==> src/rtl/div_pkg.sv <==
// Shared types and constants for the sequential unsigned divider.
package div_pkg;

  typedef enum logic [1:0] {
    IDLE = 2'd0,
    BUSY = 2'd1,
    DONE = 2'd2
  } div_state_t;

  localparam int DIV_W     = 8;
  localparam int DIV_CNT_W = $clog2(DIV_W);

endpackage

==> src/rtl/div_step.sv <==
// One combinational restoring-division step: shift in a dividend bit, subtract
// the divisor if it fits, and report the resulting quotient bit.
module div_step
  import div_pkg::*;
#(
  parameter int W = DIV_W
) (
  input  logic [W-1:0] rem_i,
  input  logic         dvd_bit_i,
  input  logic [W-1:0] dvs_i,
  output logic [W-1:0] rem_o,
  output logic         q_bit_o
);

  logic [W:0]   rem_sh;
  logic [W-1:0] diff;
  logic         ge;

  // The incoming remainder is always below the divisor, so the shifted value
  // is below 2*B and the difference fits back into W bits whenever ge is set.
  assign rem_sh  = {rem_i, dvd_bit_i};
  assign ge      = (rem_sh >= {1'b0, dvs_i});
  assign diff    = rem_sh[W-1:0] - dvs_i;
  assign rem_o   = ge ? diff : rem_sh[W-1:0];
  assign q_bit_o = ge;

endmodule

==> src/rtl/div8u_seq.sv <==
// Sequential unsigned restoring divider, one quotient bit per clock, MSB first.
// Result is packed as {remainder, quotient} on O with a divide-by-zero flag.
module div8u_seq
  import div_pkg::*;
#(
  parameter int W = DIV_W
) (
  input  logic           clk,
  input  logic           rst,
  input  logic           in_valid,
  output logic           in_ready,
  input  logic [W-1:0]   A,
  input  logic [W-1:0]   B,
  output logic           out_valid,
  input  logic           out_ready,
  output logic [2*W-1:0] O,
  output logic           dz
);

  localparam int CW = (W > 1) ? $clog2(W) : 1;

  div_state_t    state_q;
  logic [CW-1:0] cnt_q;
  logic [W-1:0]  dvd_q;
  logic [W-1:0]  dvs_q;
  logic [W-1:0]  rem_q;
  logic [W-1:0]  quo_q;
  logic          dz_q;
  logic          in_ready_q;
  logic          out_valid_q;

  logic [W-1:0]  rem_d;
  logic          q_bit_d;

  div_step #(.W(W)) u_step (
    .rem_i     (rem_q),
    .dvd_bit_i (dvd_q[W-1]),
    .dvs_i     (dvs_q),
    .rem_o     (rem_d),
    .q_bit_o   (q_bit_d)
  );

  // Handshake flags are registered alongside the state so that no output
  // depends combinationally on in_valid or out_ready.
  always_ff @(posedge clk) begin
    if (rst) begin
      state_q     <= IDLE;
      cnt_q       <= '0;
      dvd_q       <= '0;
      dvs_q       <= '0;
      rem_q       <= '0;
      quo_q       <= '0;
      dz_q        <= 1'b0;
      in_ready_q  <= 1'b0;
      out_valid_q <= 1'b0;
    end else begin
      case (state_q)
        IDLE: begin
          if (in_valid && in_ready_q) begin
            dvd_q      <= A;
            dvs_q      <= B;
            rem_q      <= '0;
            quo_q      <= '0;
            cnt_q      <= '0;
            dz_q       <= (B == '0);
            in_ready_q <= 1'b0;
            state_q    <= BUSY;
          end else begin
            in_ready_q <= 1'b1;
          end
        end
        BUSY: begin
          rem_q <= rem_d;
          quo_q <= {quo_q[W-2:0], q_bit_d};
          dvd_q <= {dvd_q[W-2:0], 1'b0};
          cnt_q <= cnt_q + 1'b1;
          if (cnt_q == CW'(W - 1)) begin
            out_valid_q <= 1'b1;
            state_q     <= DONE;
          end
        end
        DONE: begin
          if (out_ready) begin
            out_valid_q <= 1'b0;
            in_ready_q  <= 1'b1;
            state_q     <= IDLE;
          end
        end
        default: begin
          out_valid_q <= 1'b0;
          in_ready_q  <= 1'b0;
          state_q     <= IDLE;
        end
      endcase
    end
  end

  assign in_ready  = in_ready_q;
  assign out_valid = out_valid_q;
  assign O         = {rem_q, quo_q};
  assign dz        = dz_q;

endmodule
==> config.mk <==
export PLATFORM = sky130hd
export DESIGN_NAME = div8u_seq
export DESIGN_NICKNAME = d
export VERILOG_FILES = /design/src/rtl/div_pkg.sv /design/src/rtl/div_step.sv /design/src/rtl/div8u_seq.sv
export SDC_FILE = /design/constraint.sdc
export NUM_CORES = 1
export LEC_CHECK = 0
export ABC_AREA = 1
export CORE_MARGIN = 1
export CORE_UTILIZATION = 40
export CTS_BUF_LIST = sky130_fd_sc_hd__clkbuf_4 sky130_fd_sc_hd__clkbuf_8
export CTS_CLUSTER_DIAMETER = 60
export DETAILED_ROUTE_END_ITERATION = 10
export GPL_ROUTABILITY_DRIVEN = 1
export MAX_ROUTING_LAYER = met4
export SYNTH_ARGS = -nofsm -noshare
export SYNTH_HDL_FRONTEND = slang
export SYNTH_SLANG_ARGS = --single-unit
export TNS_END_PERCENT = 50
==> constraint.sdc <==
create_clock -name clk -period 2 [get_ports clk]
set_input_delay 0.3 -clock clk [delete_from_list [all_inputs] [get_ports clk]]
set_output_delay 0.3 -clock clk [all_outputs]
set_load 0.02 [all_outputs]
==> metrics.txt <==
Slew @ Worst Pin=approximately 0.43 ns; CTS max path bufs=2; Worst VDD drop=~0.00047 V; CP arrival=1.91 ns; hold path startpoint=dvs_q[6]; core area=approximately 4900 sq um; post-route ant nets=0; hold buffers post-CTS=0; port bufs=38; RSZ-0062 raised after global routing=false; most common cell after layout, fill and taps aside=nand2_1; crit path max fanout=9; GR Util All Layers=0.1957; PostCTS Resize Cnt=0; antenna violations before repair=0; Buf/Inv on CP=2; grt ovf=0; Chip Width=74.19 um; Final Hold Viols=0; Syn Inst Count=just under 300; slowest cell delay on critical path=roughly 0.33 ns; Worst Setup SP=dvs_q[4]; HP Class=register to register; Seq/Total Area, Yosys=0.3842; leakage=between 1 and 1.5 nW; Routed Wire Length=about 4.6 mm; commonest non-fill, non-tap cells in the layout=84 x nand2_1, 40 x dfxtp_1, 38 x clkdlybuf4s50_1; reg-to-reg critical path endpoint=rem_q[7]; area delta synth->final=27.31%; worst reg2reg startpoint=dvs_q[4]; layout cells sized above 1=0.08841; num rows=25; die area=between 5000 and 6000 sq um; Crit. End Element=register; worst-path cell chain=inv_1, ha_1, nand2_1, inv_1, nand2_1, nand3_2, nand2_4, nand2_8, nand2_4, nand2_2, nand2_1, a21oi_2; Achievable Freq=0.5754 GHz; flops & latches, synth=40; final worst path period share=0.8690; status=completed; WP data required=approximately 2.2 ns; Diodes inserted=0; post-detail-place hpwl=between 3 and 4 mm; placed cell count=387; flop2flop setup slack=approximately 0.26 ns; most used cell, CP=nand2_1; CP delay by family, top=simple AND/OR/NAND/NOR gates; Routed WL per cell=about 12 um; Starting Density=0.4272; post-layout net count=about 360; clk sinks=40; synth unique cells=31; Synth Warn #=0; min cycle time layout=1.738 ns; Inserted Clock Buffers=5; power density over the cells=~1100 nW/um^2; Final Non-Filler Cells=395; Avg Cell Area, Syn=7.213 sq um; clock-pin transition on the worst setup and hold timing paths=0.08 ns; Fin Hold WS=around 0.46 ns; final-report setup violation count=0; Root Driver=clkbuf_8; setup bufs post-CTS=0; worst reg2reg path depth=12; H-tree levels=2; Ports=39; max_slew headroom=0.7133; vias per cell=around 5; DRC viols=0; drt first pass iters=4; Crit Path Class=register to register; setup TNS=0 ns; CTS tree=yes; initial DRC count=~120; Max Slew Vio Count=0; die height=74.19 um; first-pass GRT wire length=8.010 mm; Max stage delay cell, worst path=ha_1; worst clock skew=just over 0.005 ns; largest net degree at the start of global routing=25; Cell Area, Synth=~2100 sq um; GPL Wtd Cong=between 0.8 and 0.9; worst hold path endpoint=dvs_q[6]; syn_nets=320; Hold Path Depth=2; CP Launch Type=register; clk_lat worst skew=0.29 ns; number of global-route vias before repair=around 1.8k; DR vias=1937; max_cap viols=0
==> registers in the layout, summed over array words and instances (netlist names) <==
signal     flops
out_valid      1
in_ready       1
quo_q          8
dvd_q          8
state_q        2
dvs_q          8
cnt_q          3
dz             1
rem_q          8
==> cell families after synthesis <==
logic type               share of synthesized area
AND/OR/NAND/NOR                             0.3043
AO/OA/AOI/OAI                               0.1477
buffers and inverters                      0.08163
flip-flops                                  0.3842
adder cells (fa/ha/maj)                    0.06963
XOR/XNOR                                   0.01261
==> power breakdown <==
| part | switching, mW | internal (mW) |
|---|---|---|
| clock network | 0.286 | 0.441 |
| registers | 0.0547 | 0.872 |
| logic | 0.829 | 0.522 |
==> worst max path at each step <==
| stage | cells after the start | endpoint |
|---|---|---|
| detailed placement | 12 | rem_q[7] |
| global route | 11 | rem_q[3] |
| floorplan | 11 | rem_q[7] |
| finish | 12 | rem_q[7] |
| CTS | 12 | rem_q[7] |
| global placement | 11 | rem_q[7] |
==> through the flow <==
stage / setup WS (ns) / cell area, sq um / power (mW) / utilization
2_1_floorplan: 0.3453 / 2085 / 1.990 / -
3_3_place_gp: 0.3030 / 2527 / 2.295 / 0.5179
3_5_place_dp: 0.2807 / 2527 / 2.300 / 0.5179
4_1_cts: 0.2663 / 2654 / 3.031 / 0.5438
5_1_grt: 0.05253 / 2654 / 3.239 / 0.5438
6_report: 0.2620 / 2654 / 3.005 / 0.5438
==> synthesized netlist by cell type <==
master    instances  area, sq um
a31oi_1           7        43.79
nand3b_1          6        45.04
nand3_2           1        10.01
nand2_1          84        315.3
nor2_2            2        12.51
nor4_1            1        6.260
xor2_1            1        8.760
o21a_1            1        7.510
nor2_1           12        45.04
a21oi_2           1        8.760
o21ai_0          13        65.06
o21ai_1           4        20.02
nor2_4            3        33.78
clkbuf_1          5        18.77
nand2_8           1        20.02
xnor2_1           2        17.52
inv_1            27        101.4
nor3_1            1        5.000
nand2_2           1        6.260
buf_2             4        20.02
fa_1              1        20.02
nor3_2            1        10.01
a21oi_1          31        155.2
dfxtp_1          40        800.8
a211oi_1          1        7.510
buf_4             2        15.01
ha_1             10        125.1
nand4_1           2        12.51
nand2_4           2        22.52
nand3_1          18        90.09
inv_2             4        15.01
==> final cells by class <==
cell class,count,area [sq um]
Fill cell,522,2226
Sequential cell,40,800.8
Timing Repair Buffer,42,410.4
Clock inverter,1,30.03
Tap cell,67,83.83
Inverter,31,116.4
Multi-Input combinational cell,207,1116
Clock buffer,7,96.34
==> worst reg2reg max path, cell delays in order (launching register included) <==
cell	delay, ns
dfxtp_1	0.31
inv_1	0.07
ha_1	0.34
nand2_1	0.14
inv_1	0.05
nand2_1	0.12
nand3_2	0.12
nand2_4	0.15
nand2_8	0.10
nand2_4	0.08
nand2_2	0.04
nand2_1	0.06
a21oi_2	0.05
==> metal layers <==
layer	vias to the layer above	GRT usage	part of all wire	wire length, um
li1	1017	-	-	-
met1	886	0.2506	0.51	2376
met2	30	0.3162	0.45	2103
met3	4	0.03659	0.026	121
met4	0	0.05128	0.0086	40
met5	-	-	0	0
No activity file was read; power rests on OpenSTA's default activity.
